==> src/rtl/alu_req_arbiter.sv <==
// alu_req_arbiter: two-requester round-robin front end for a shared ALU datapath.
// Keeps one operation in flight. The ALU lines are held for ALU_LAT cycles,
// the result is sampled, C/Z/O/N flags are derived, and a single response
// goes back to the winning requester.
//
// Handshake rule for every channel here (req0, req1, rsp): a transfer happens
// on a rising clock edge where valid and ready are both high. The producer
// holds valid and payload stable until that edge, and ready never depends on
// the same channel's payload.
module alu_req_arbiter #(
  parameter int WIDTH   = 64,
  parameter int ALU_LAT = 1
) (
  input  logic             clk,
  input  logic             rst_n,
  // requester 0
  input  logic             req0_valid,
  output logic             req0_ready,
  input  logic [2:0]       req0_op,
  input  logic [WIDTH-1:0] req0_a,
  input  logic [WIDTH-1:0] req0_b,
  // requester 1
  input  logic             req1_valid,
  output logic             req1_ready,
  input  logic [2:0]       req1_op,
  input  logic [WIDTH-1:0] req1_a,
  input  logic [WIDTH-1:0] req1_b,
  // response channel
  output logic             rsp_valid,
  input  logic             rsp_ready,
  output logic             rsp_id,
  output logic [WIDTH-1:0] rsp_data,
  output logic [3:0]       rsp_flags,
  output logic             rsp_err,
  // shared ALU datapath
  output logic [WIDTH-1:0] alu_a,
  output logic [WIDTH-1:0] alu_b,
  output logic [7:0]       alu_sel,
  output logic             alu_cin,
  input  logic [WIDTH-1:0] alu_out,
  input  logic             alu_cout,
  // debug view of the control FSM (0 IDLE, 1 EXEC, 2 RESP)
  output logic [1:0]       dbg_state
);

  // Requester opcodes
  localparam logic [2:0] OP_AND = 3'd0;
  localparam logic [2:0] OP_OR  = 3'd1;
  localparam logic [2:0] OP_XOR = 3'd2;
  localparam logic [2:0] OP_ADD = 3'd3;
  localparam logic [2:0] OP_SUB = 3'd4;
  localparam logic [2:0] OP_SHL = 3'd5;
  localparam logic [2:0] OP_SHR = 3'd6;
  localparam logic [2:0] OP_RSV = 3'd7;

  // Counter start value: EXEC lasts exactly ALU_LAT cycles
  localparam logic [3:0] CNT_INIT = 4'(ALU_LAT - 1);
  localparam int         MSB      = WIDTH - 1;

  typedef enum logic [1:0] {
    S_IDLE = 2'd0,
    S_EXEC = 2'd1,
    S_RESP = 2'd2
  } state_e;

  // FSM and registered outputs
  state_e           state_q;
  logic             rr_q;        // 0: req0 favoured on a tie, 1: req1 favoured
  logic [3:0]       cnt_q;
  logic [2:0]       op_q;
  logic             a_msb_q;     // operand sign bits kept for the overflow flag
  logic             b_msb_q;
  logic             rsp_valid_q;
  logic             rsp_id_q;
  logic [WIDTH-1:0] rsp_data_q;
  logic [3:0]       rsp_flags_q;
  logic             rsp_err_q;
  logic [WIDTH-1:0] alu_a_q;
  logic [WIDTH-1:0] alu_b_q;
  logic [7:0]       alu_sel_q;
  logic             alu_cin_q;

  // Arbitration and next-value signals
  logic             idle_act;
  logic             grant0;
  logic             grant1;
  logic             hs;
  logic             win_id;
  logic [2:0]       win_op;
  logic [WIDTH-1:0] win_a;
  logic [WIDTH-1:0] win_b;
  logic [7:0]       sel_d;
  logic             cin_d;
  logic             flag_c_d;
  logic             flag_z_d;
  logic             flag_o_d;
  logic             flag_n_d;
  logic [3:0]       flags_d;

  // Map a requester opcode onto the ALU select word:
  // [0] invert A, [1] invert B, [4:2] result mux, [7:5] unused (0)
  function automatic logic [7:0] sel_for(input logic [2:0] op);
    logic [7:0] s;
    case (op)
      OP_AND:  s = 8'h00;
      OP_OR:   s = 8'h04;
      OP_XOR:  s = 8'h08;
      OP_ADD:  s = 8'h0C;
      OP_SUB:  s = 8'h0E;  // A + ~B + 1
      OP_SHL:  s = 8'h10;
      OP_SHR:  s = 8'h14;
      default: s = 8'h00;
    endcase
    return s;
  endfunction

  // Grant: only while IDLE and out of reset; a lone requester wins, a tie goes to rr_q
  always_comb begin
    idle_act = (state_q == S_IDLE) && rst_n;
    grant0   = idle_act && req0_valid && (!req1_valid || !rr_q);
    grant1   = idle_act && req1_valid && (!req0_valid ||  rr_q);
    hs       = grant0 || grant1;
    win_id   = grant1;
    win_op   = grant1 ? req1_op : req0_op;
    win_a    = grant1 ? req1_a  : req0_a;
    win_b    = grant1 ? req1_b  : req0_b;
    sel_d    = sel_for(win_op);
    cin_d    = (win_op == OP_SUB);
  end

  // Flags from the sampled ALU result; carry and overflow only for ADD/SUB
  always_comb begin
    flag_c_d = 1'b0;
    flag_o_d = 1'b0;
    flag_z_d = (alu_out == '0);
    flag_n_d = alu_out[MSB];
    if (op_q == OP_ADD) begin
      flag_c_d = alu_cout;
      flag_o_d = (a_msb_q == b_msb_q) && (alu_out[MSB] != a_msb_q);
    end else if (op_q == OP_SUB) begin
      flag_c_d = alu_cout;  // 1 means no borrow
      flag_o_d = (a_msb_q != b_msb_q) && (alu_out[MSB] != a_msb_q);
    end
    flags_d = {flag_c_d, flag_z_d, flag_o_d, flag_n_d};
  end

  // Control FSM with all outputs registered; reset abandons any operation in flight
  always_ff @(posedge clk or negedge rst_n) begin
    if (!rst_n) begin
      state_q     <= S_IDLE;
      rr_q        <= 1'b0;
      cnt_q       <= '0;
      op_q        <= OP_AND;
      a_msb_q     <= 1'b0;
      b_msb_q     <= 1'b0;
      rsp_valid_q <= 1'b0;
      rsp_id_q    <= 1'b0;
      rsp_data_q  <= '0;
      rsp_flags_q <= '0;
      rsp_err_q   <= 1'b0;
      alu_a_q     <= '0;
      alu_b_q     <= '0;
      alu_sel_q   <= '0;
      alu_cin_q   <= 1'b0;
    end else begin
      case (state_q)
        S_IDLE: begin
          if (hs) begin
            rr_q     <= ~win_id;
            op_q     <= win_op;
            a_msb_q  <= win_a[MSB];
            b_msb_q  <= win_b[MSB];
            rsp_id_q <= win_id;
            if (win_op == OP_RSV) begin
              // Reserved opcode never touches the ALU
              state_q     <= S_RESP;
              rsp_valid_q <= 1'b1;
              rsp_data_q  <= '0;
              rsp_flags_q <= '0;
              rsp_err_q   <= 1'b1;
            end else begin
              state_q   <= S_EXEC;
              cnt_q     <= CNT_INIT;
              alu_a_q   <= win_a;
              alu_b_q   <= win_b;
              alu_sel_q <= sel_d;
              alu_cin_q <= cin_d;
            end
          end
        end
        S_EXEC: begin
          if (cnt_q == 4'd0) begin
            state_q     <= S_RESP;
            rsp_valid_q <= 1'b1;
            rsp_data_q  <= alu_out;
            rsp_flags_q <= flags_d;
            rsp_err_q   <= 1'b0;
            alu_a_q     <= '0;
            alu_b_q     <= '0;
            alu_sel_q   <= '0;
            alu_cin_q   <= 1'b0;
          end else begin
            cnt_q <= cnt_q - 4'd1;
          end
        end
        S_RESP: begin
          if (rsp_ready) begin
            state_q     <= S_IDLE;
            rsp_valid_q <= 1'b0;
          end
        end
        default: begin
          state_q     <= S_IDLE;
          rsp_valid_q <= 1'b0;
        end
      endcase
    end
  end

  assign req0_ready = grant0;
  assign req1_ready = grant1;
  assign rsp_valid  = rsp_valid_q;
  assign rsp_id     = rsp_id_q;
  assign rsp_data   = rsp_data_q;
  assign rsp_flags  = rsp_flags_q;
  assign rsp_err    = rsp_err_q;
  assign alu_a      = alu_a_q;
  assign alu_b      = alu_b_q;
  assign alu_sel    = alu_sel_q;
  assign alu_cin    = alu_cin_q;
  assign dbg_state  = state_q;

endmodule
==> config.mk <==
export PLATFORM = sky130hd
export DESIGN_NAME = alu_req_arbiter
export DESIGN_NICKNAME = d
export VERILOG_FILES = /design/src/rtl/alu_req_arbiter.sv
export SDC_FILE = /design/constraint.sdc
export NUM_CORES = 1
export LEC_CHECK = 0
export BUFFER_PORTS_ARGS = -buffer_cell sky130_fd_sc_hd__buf_2
export CAP_MARGIN = 0
export CORE_AREA = 2 2 210 212
export DETAILED_ROUTE_END_ITERATION = 10
export DIE_AREA = 0 0 212 214
export PLACE_DENSITY = 0.52
export SLEW_MARGIN = 10
export SYNTH_ARGS = -nofsm -noshare
export SYNTH_HDL_FRONTEND = slang
export SYNTH_SLANG_ARGS = --single-unit
==> constraint.sdc <==
create_clock -name clk -period 2.9 [get_ports clk]
set_input_delay 0.29 -clock clk [delete_from_list [all_inputs] [get_ports clk]]
set_output_delay 0.29 -clock clk [all_outputs]
set_load 0.1 [all_outputs]
==> results of run 1 <==
[synthesized netlist by cell type, drive strengths merged, types with 2 or more instances]
cell / number / share of area [%]
nor3: 5 / 0.22
o21ai: 4 / 0.18
nand2b: 3 / 0.17
nand3: 7 / 0.31
and3: 2 / 0.11
buf: 35 / 2.2
nand2: 16 / 0.53
o311ai: 2 / 0.15
nor2b: 4 / 0.22
a311oi: 2 / 0.15
a22o: 65 / 5.0
o2bb2ai: 2 / 0.15
nor4: 17 / 0.94
ha: 2 / 0.22
clkbuf: 106 / 3.5
inv: 7 / 0.23
o31ai: 133 / 8.8
xor2: 5 / 0.39
nor3b: 4 / 0.27
mux2i: 2 / 0.18
a211oi: 2 / 0.13
mux2: 130 / 13
a31oi: 6 / 0.33
or3: 2 / 0.11
nor2: 17 / 0.56
or3b: 2 / 0.15
nand4: 131 / 7.2
a21oi: 135 / 6.0
dfrtp: 215 / 48
[area by class of cell]
| type | count | area, um^2 |
|---|---|---|
| antenna | 6 | 15.01 |
| clock buffer | 36 | 749.5 |
| clock inverter | 9 | 127.6 |
| fill | 4342 | 26870 |
| inverter | 7 | 32.53 |
| multi-input combinational | 717 | 5330 |
| sequential | 215 | 5383 |
| tap | 585 | 732.0 |
| timing repair buffer | 625 | 3649 |
[per-stage QoR]
stage / worst slack, ns / util [%] / instances
after floorplan: 0.1520 / - / 1080
after global placement: 0.3576 / 33.86 / 2089
after detailed placement: 0.3102 / 33.86 / 2089
after CTS: 0.003398 / 37.30 / 2194
after global routing: 0.09332 / 37.34 / 2198
final: 0.2560 / 37.35 / 2200
[cells in the final DEF, fill, tap and decap left out, types with 5 or more instances in the layout]
master / n
buf_2: 535
dfrtp_1: 213
a21oi_1: 134
o31ai_1: 133
nand4_1: 131
mux2_2: 129
a22o_1: 65
dlygate4sd3_1: 60
clkbuf_16: 27
buf_4: 18
nor2_1: 17
nor4_1: 17
nand2_1: 16
buf_12: 11
diode_2: 6
nand3_1: 6
a31oi_1: 6
inv_1: 5
xor2_1: 5
clkbuf_1: 5
[routing by layer]
layer	share of wire, %	wire length [um]
met1	40	17880
met2	48	21610
met3	8.3	3703
met4	3.4	1542
met5	0.049	22
[cell families after synthesis]
group                    Yosys count
other                              1
AND/OR/NAND/NOR                  216
multiplexers                     132
buffers and inverters            148
XOR/XNOR                           6
AO/OA/AOI/OAI                    357
flip-flops                       215
adder cells (fa/ha/maj)            2
[final timing paths]
kind | end | depth (start not counted) | start | slack (ns)
hold reg to reg | rsp_id$_DFFE_PN0P_ | 2 | rsp_id$_DFFE_PN0P_ | 0.47
setup / recovery | req1_ready | 6 | dbg_state[1]$_DFFE_PN0P_ | 0.26
hold / removal | rsp_data[61]$_DFFE_PN0P_ | 2 | alu_out[61] | 0.03
min in group asynchronous | dbg_state[0]$_DFFE_PN0P_ | 2 | rst_n | 0.12
max in group asynchronous | alu_b[13]$_DFFE_PN0P_ | 4 | rst_n | 1.38
setup reg to reg | rsp_data[38]$_DFFE_PN0P_ | 5 | dbg_state[0]$_DFFE_PN0P_ | 0.30
[registers in the layout, indices dropped and copies added, names as in the netlist, 2 cells and up]
register   count
alu_a         64
alu_b         64
rsp_data      63
alu_sel        4
cnt_q          4
rsp_flags      4
op_q           3
dbg_state      2
[what timing repair did]
action | 4_1_cts | 5_1_grt
setup endpoints to repair | 0 | 1
hold buffers | 60 | 0
resized for setup | 0 | 1
hold endpoints to repair | 82 | 0
==> metrics, run 1 <==
total number of vias between 10000 and 15000; FMAX roughly 380 MHz; final net count around 1900; Critical Path Start Type flip-flop; via/cell ratio 5.235; number of routed nets with antenna violations 0; GRT overflow 0; vias in the first global route 11969; register area share after synthesis between 40% and 50%; largest family of logic cells by synthesized area compound AO/OA/AOI/OAI gates; ys async rst share 100.0%; post-synthesis cell count about 1100; max-cap check violation count 0; worst-margin pin slew between 0.9 and 1 ns; grt peak-use layer met2; Avg Inst Size Synth approximately 11 um^2; mux contribution to synthesized area a little over an eighth; Yosys warning count 0; worst-path fanout max 12; largest net degree at the start of global routing ~130; full die area between 0.04 and 0.05 mm^2; cells along the critical path buf_4 -> nor3b_2 -> buf_4 -> nand3_2 -> clkinvlp_4 -> buf_12; Synth Register Bits 215; Detailed Routing Iterations Pass 1 5; clock net sink count 215; min cycle time layout between 2 and 3 ns; initial antenna violation count 6; buffer count from post-CTS setup fixing 0; post-route cell area ~0.016 mm^2; first-pass GRT wire length 69.27 mm; final period utilization approximately nine tenths; number of distinct library cells after synthesis 48; Max Root-Sink Buffers 3; Starting DRT DRC Count approximately 800; Root Driver clkbuf_16; CP max stage delay about 0.40 ns; clk_skew 0.01088 ns; share of cells above drive strength 1 approximately 47%; RSZ-0062 raised after global routing no; io pins 544; Tightest Hold Check Type input pin to flip-flop; IO buf count 539; Synth Area in Compound Gates 21.38%; adder-cell share of the synthesized area 0.2211%; initial core utilization a little over a quarter; simple logic cell fraction of the synthesized area 11.28%; gp weighted congestion approximately 0.82; grt met3 use around 5.2%; Clock transition at path regs around 0.06 ns; Final Hold Violating Endpoints 0; Post-synth EDFFs 0; met1 usage in global routing a little under a quarter; met2 track demand over resource roughly a third; WL per Instance 20.34 um; CTS buffer count 26; Post-synth top flop dfrtp_1; Critical Path End Type primary output; Clock Latency Late Sink roughly 0.54 ns; Buf+Inv Stages, Crit Path 4; status complete, no violations; worst hold slack slightly below 0.03 ns; placed cell area about 0.015 mm^2; DRC violations left 0; Post-DP HPWL approximately 30 mm; CP Data Required Time around 2.6 ns; Post-Syn Area 0.01132 mm^2; setup tns final 0 ns; Worst path slowest cell dfrtp_2; XOR/XNOR share of the synthesized area less than 1%; final wirelength between 40 and 50 mm; Final Setup Violations 0; CP Class flip-flop to primary output; GRT Total Usage 19.07%; Arr. time, crit path ~2.4 ns; FP Rows 76; H-tree depth 1; CTS tree done; synth-to-layout area growth 41.55%; Slew headroom between 30% and 40%; cell mode on critical path buf_4; die height between 200 and 250 um; Crit path max-delay family buffers and inverters; core area between 0.04 and 0.05 mm^2; die span in x 212 um; Slew Viols, Final 0
Power of run 1 is left out: the tool's default activity adds up to more than one toggle a clock period on the data nets, which glitch-free logic cannot reach.
==> inputs of run 2 (changes only) <==
Settings changed: RECOVER_POWER set to 25.
==> run 2 against run 1 <==
Clock skew about the same. Largest cell class unchanged. Routed wire length about the same. Setup slack about the same. Non-clock buffer count unchanged. Utilization down 0.070 points. Via count down 0.19%. Sequential share of layout area up 0.063 points. First-iteration DRC count down 1.4%.
==> metrics, run 2 (synthesized netlist as in run 1, its figures left out) <==
status complete, no violations; FMAX 378.2 MHz (about the same); GRT overflow 0 (unchanged); initial core utilization 26.39% (unchanged); DRC violations left 0 (unchanged); Starting DRT DRC Count 799 (-1.4%); vias in the first global route 11969 (unchanged); Critical Path Start Type flip-flop; gp weighted congestion 0.8228 (unchanged); largest net degree at the start of global routing 133 (unchanged); final wirelength 44.72 mm (about the same); commonest non-fill, non-tap cell in the layout buf_2; Final Setup Violations 0 (unchanged); GRT Total Usage 19.07% (unchanged); fin cells 2199 (-0.045%); clk_skew 0.01104 ns (+0.0001607 ns); Inst Count DP 2089 (unchanged); CP Data Required Time 2.61 ns (about the same); Slew Viols, Final 0 (unchanged); CTS tree done; FP Rows 76 (unchanged); CTS buffer count 26 (unchanged); total number of vias 11495 (-0.19%); Slew headroom 7.631% (-29 points); Hold Path Depth 2 (unchanged); Critical Path End Type primary output; CP Class flip-flop to primary output; Clock Latency Late Sink 0.54 ns (about the same); die height 214 um (unchanged); via/cell ratio 5.227 (-0.15%); full die area 0.04537 mm^2 (unchanged); Clock transition at path regs 0.06 ns (about the same); Detailed Routing Iterations Pass 1 5 (unchanged); IO buf count 539 (unchanged); Final Hold Violating Endpoints 0 (unchanged); commonest non-fill, non-tap cells in the layout buf_2 (525), dfrtp_1 (213), a21oi_1 (134); clock net sink count 215 (unchanged); Root Driver clkbuf_16; Reg2Reg Depth 5 (unchanged); Tightest Hold Check Type input pin to flip-flop; worst-path fanout max 12 (unchanged); H-tree depth 1 (unchanged); Arr. time, crit path 2.35 ns (about the same); worst-margin pin slew 1.386 ns (+0.4388 ns); core area 0.04289 mm^2 (unchanged); share of cells above drive strength 1 45.93% (-0.75 points); first-pass GRT wire length 69.27 mm (unchanged); initial antenna violation count 6 (unchanged); io pins 544 (unchanged); min cycle time layout 2.644 ns (+0.0001380 ns); Post-DP HPWL 30.36 mm (unchanged); setup tns final 0 ns (unchanged); number of routed nets with antenna violations 0 (unchanged); RSZ-0062 raised after global routing no; Max Root-Sink Buffers 3 (unchanged); final period utilization 91.18% (about the same); die span in x 212 um (unchanged); final net count 1926 (unchanged); max-cap check violation count 0 (unchanged); synth-to-layout area growth 41.29%; WL per Instance 20.34 um (about the same)
[run 2: cell types whose count changed in the layout (fill, tap and decap cells not counted), sizes merged]
cell / change
buf: -12
diode: -1
clkbuf: +12
[run 2: routing by layer]
| layer | share of wire (%) | track usage [%] | vias up |
|---|---|---|---|
| met4 | 3.5 | 6.737 | 4 |
| met1 | 40 | 23.06 | 5640 |
| li1 | - | - | 5227 |
| met3 | 8.5 | 5.234 | 91 |
| met5 | 0.049 | 0 | - |
| met2 | 48 | 32.34 | 533 |
[run 2: what timing repair did]
| item | in CTS | in global routing |
|---|---|---|
| endpoints found under the hold margin | 82 | 0 |
| gates resized for setup | 0 | 1 |
| hold buffers | 60 | 0 |
| setup endpoints to repair | 0 | 1 |
| setup buffers | 0 | 0 |
[run 2: critical path, cell delays in order (launching register included)]
cell	delay, ns
dfrtp_2	0.40
buf_4	0.18
nor3b_2	0.28
buf_4	0.23
nand3_2	0.27
clkinvlp_4	0.26
buf_12	0.19
[run 2: path summary, 6_finish.rpt]
path,slack [ns],startpoint,to
setup / recovery,0.26,dbg_state[1]$_DFFE_PN0P_,req1_ready
hold / removal,0.03,alu_out[61],rsp_data[61]$_DFFE_PN0P_
min in group asynchronous,0.13,rst_n,dbg_state[0]$_DFFE_PN0P_
max in group asynchronous,0.47,rst_n,alu_b[21]$_DFFE_PN0P_
setup reg to reg,0.30,dbg_state[0]$_DFFE_PN0P_,rsp_data[38]$_DFFE_PN0P_
hold reg to reg,0.47,rsp_id$_DFFE_PN0P_,rsp_id$_DFFE_PN0P_
[run 2: area by class of cell]
type | count | area [um^2]
well taps | 585 | 732.0
diodes | 5 | 12.51
repair buffers | 625 | 3621
inverters | 7 | 32.53
fillers | 4348 | 26900
flip-flops and latches | 215 | 5383
multi-input cells | 717 | 5330
clock inverters | 9 | 127.6
clock buffers | 36 | 749.5
[run 2: metrics by stage]
step                setup WS [ns]  cell area (um^2)  hold slack (ns)  util (%)
global placement           0.3576             14520          0.07163     33.86
detailed placement         0.3102             14520          0.07099     33.86
finish                     0.2559             15990          0.02809     37.28
floorplan                  0.1520             11340        -0.005591         -
CTS                      0.003398             16000         0.003122     37.30
global route              0.06054             15990         0.004200     37.27
Power of run 2 is left out for the same reason.
==> inputs of run 3 (changes only) <==
Settings changed: MAX_ROUTING_LAYER set to met4.
==> run 3 against run 2 <==
Critical path type unchanged. Clock skew hardly changed. Critical path depth stayed put. Final area hardly changed. Global-route usage is 0.57 points higher. Non-clock buffer count stayed put.
==> metrics, run 3 (synthesized netlist as in run 1, its figures left out) <==
IO buf count 539 (unchanged); DRC violations left 0 (unchanged); share of cells above drive strength 1 45.74% (-0.19 points); Worst R2R Start dbg_state[0]$_DFFE_PN0P_; vias in the first global route 11975 (+0.050%); Arr. time, crit path 2.36 ns (about the same); max-cap check violation count 0 (unchanged); Starting DRT DRC Count 812 (+1.6%); post-layout util 37.28% (about the same); total number of vias 11535 (+0.35%); Slew headroom 7.758% (+0.13 points); initial core utilization 26.39% (unchanged); H-tree depth 1 (unchanged); GRT Total Usage 19.63% (+0.57 points); clk_skew 0.01084 ns (-0.0001993 ns); Final Hold Violating Endpoints 0 (unchanged); commonest non-fill, non-tap cell in the layout buf_2; FMAX 377.7 MHz (-0.13%); status complete, no violations; Clock transition at path regs 0.06 ns (about the same); via/cell ratio 5.243 (+0.30%); Worst Hold Launch alu_out[61]; final wirelength 44.73 mm (about the same); Tightest Hold Check Type input pin to flip-flop; Critical Path End Type primary output; Slew Viols, Final 0 (unchanged); io pins 544 (unchanged); first-pass GRT wire length 69.18 mm (-0.13%); largest net degree at the start of global routing 133 (unchanged); gp weighted congestion 0.8352 (+1.5%); commonest non-fill, non-tap cells in the layout buf_2 (522), dfrtp_1 (213), a21oi_1 (134); FP Rows 76 (unchanged); final net count 1926 (unchanged); worst-margin pin slew 1.384 ns (-0.001902 ns); R2R setup slack 0.30 ns (about the same); min cycle time layout 2.648 ns (+0.003569 ns); die span in x 212 um (unchanged); Hold Path Depth 2 (unchanged); clock net sink count 215 (unchanged); CTS tree done; CP startpoint dbg_state[1]$_DFFE_PN0P_; CP Data Required Time 2.61 ns (about the same); Max Root-Sink Buffers 3 (unchanged); core area 0.04289 mm^2 (unchanged); synth-to-layout area growth 41.28% (about the same); Reg2Reg Depth 5 (unchanged); Detailed Routing Iterations Pass 1 6 (+1); Clock Latency Late Sink 0.54 ns (about the same); worst-path fanout max 12 (unchanged); initial antenna violation count 5 (-1); Final Setup Violations 0 (unchanged); number of routed nets with antenna violations 0 (unchanged); CTS buffer count 26 (unchanged); die height 214 um (unchanged); Worst Hold End rsp_data[61]$_DFFE_PN0P_; worst r2r dst rsp_data[38]$_DFFE_PN0P_; RSZ-0062 raised after global routing no; CP Class flip-flop to primary output; final period utilization 91.30% (+0.12 points); WL per Instance 20.33 um (about the same); GRT overflow 0 (unchanged); Post-DP HPWL 30.36 mm (unchanged); Critical Path Start Type flip-flop; setup tns final 0 ns (unchanged); full die area 0.04537 mm^2 (unchanged); Root Driver clkbuf_16
[run 3: routing by layer]
metal  global-route usage [%]  vias up  routed length (um)
li1                         -     5235                   -
met1                    23.52     5690               18060
met2                    32.50      531               21790
met3                    4.486       79                3480
met4                    6.385        0                1399
met5                        -        -                   0
[run 3: how the worst max path moves through the flow]
| stage | end | slack (ns) | cells past startpoint |
|---|---|---|---|
| floorplan | req0_ready | 0.15 | 7 |
| global placement | alu_a[30]$_DFFE_PN0P_ | 0.36 | 6 |
| detailed placement | rsp_flags[2]$_DFFE_PN0P_ | 0.31 | 5 |
| CTS | req1_ready | 0.003 | 6 |
| global route | alu_b[21]$_DFFE_PN0P_ | 0.08 | 4 |
| finish | req1_ready | 0.25 | 6 |
[run 3: layout make-up]
class	instances	area [um^2]
fill	4350	26900
sequential	215	5383
multi-input combinational	717	5330
timing repair buffer	625	3617
clock buffer	36	749.5
tap	585	732.0
clock inverter	9	127.6
inverter	7	32.53
antenna	6	15.01
[run 3: stage by stage]
stage	cell area, um^2	cells	hold slack, ns	setup WS [ns]
floorplan	11340	1080	-0.005591	0.1520
global placement	14520	2089	0.07163	0.3576
detailed placement	14520	2089	0.07099	0.3102
CTS	16000	2194	0.003122	0.003398
global route	15980	2199	0.004181	0.08247
finish	15990	2200	0.02825	0.2523
[run 3: what timing repair did]
item | CTS | global route
hold endpoints to repair | 82 | 0
endpoints found under the setup margin | 0 | 1
setup buffers | 0 | 0
gates resized for setup | 0 | 1
hold buffers | 60 | 0
[run 3: critical path, cell delays in order, from the launching register on]
cell,delay [ns]
dfrtp_2,0.40
buf_4,0.18
nor3b_2,0.28
buf_4,0.22
nand3_2,0.27
clkinvlp_4,0.26
buf_12,0.19
Power of run 3 is left out for the same reason.
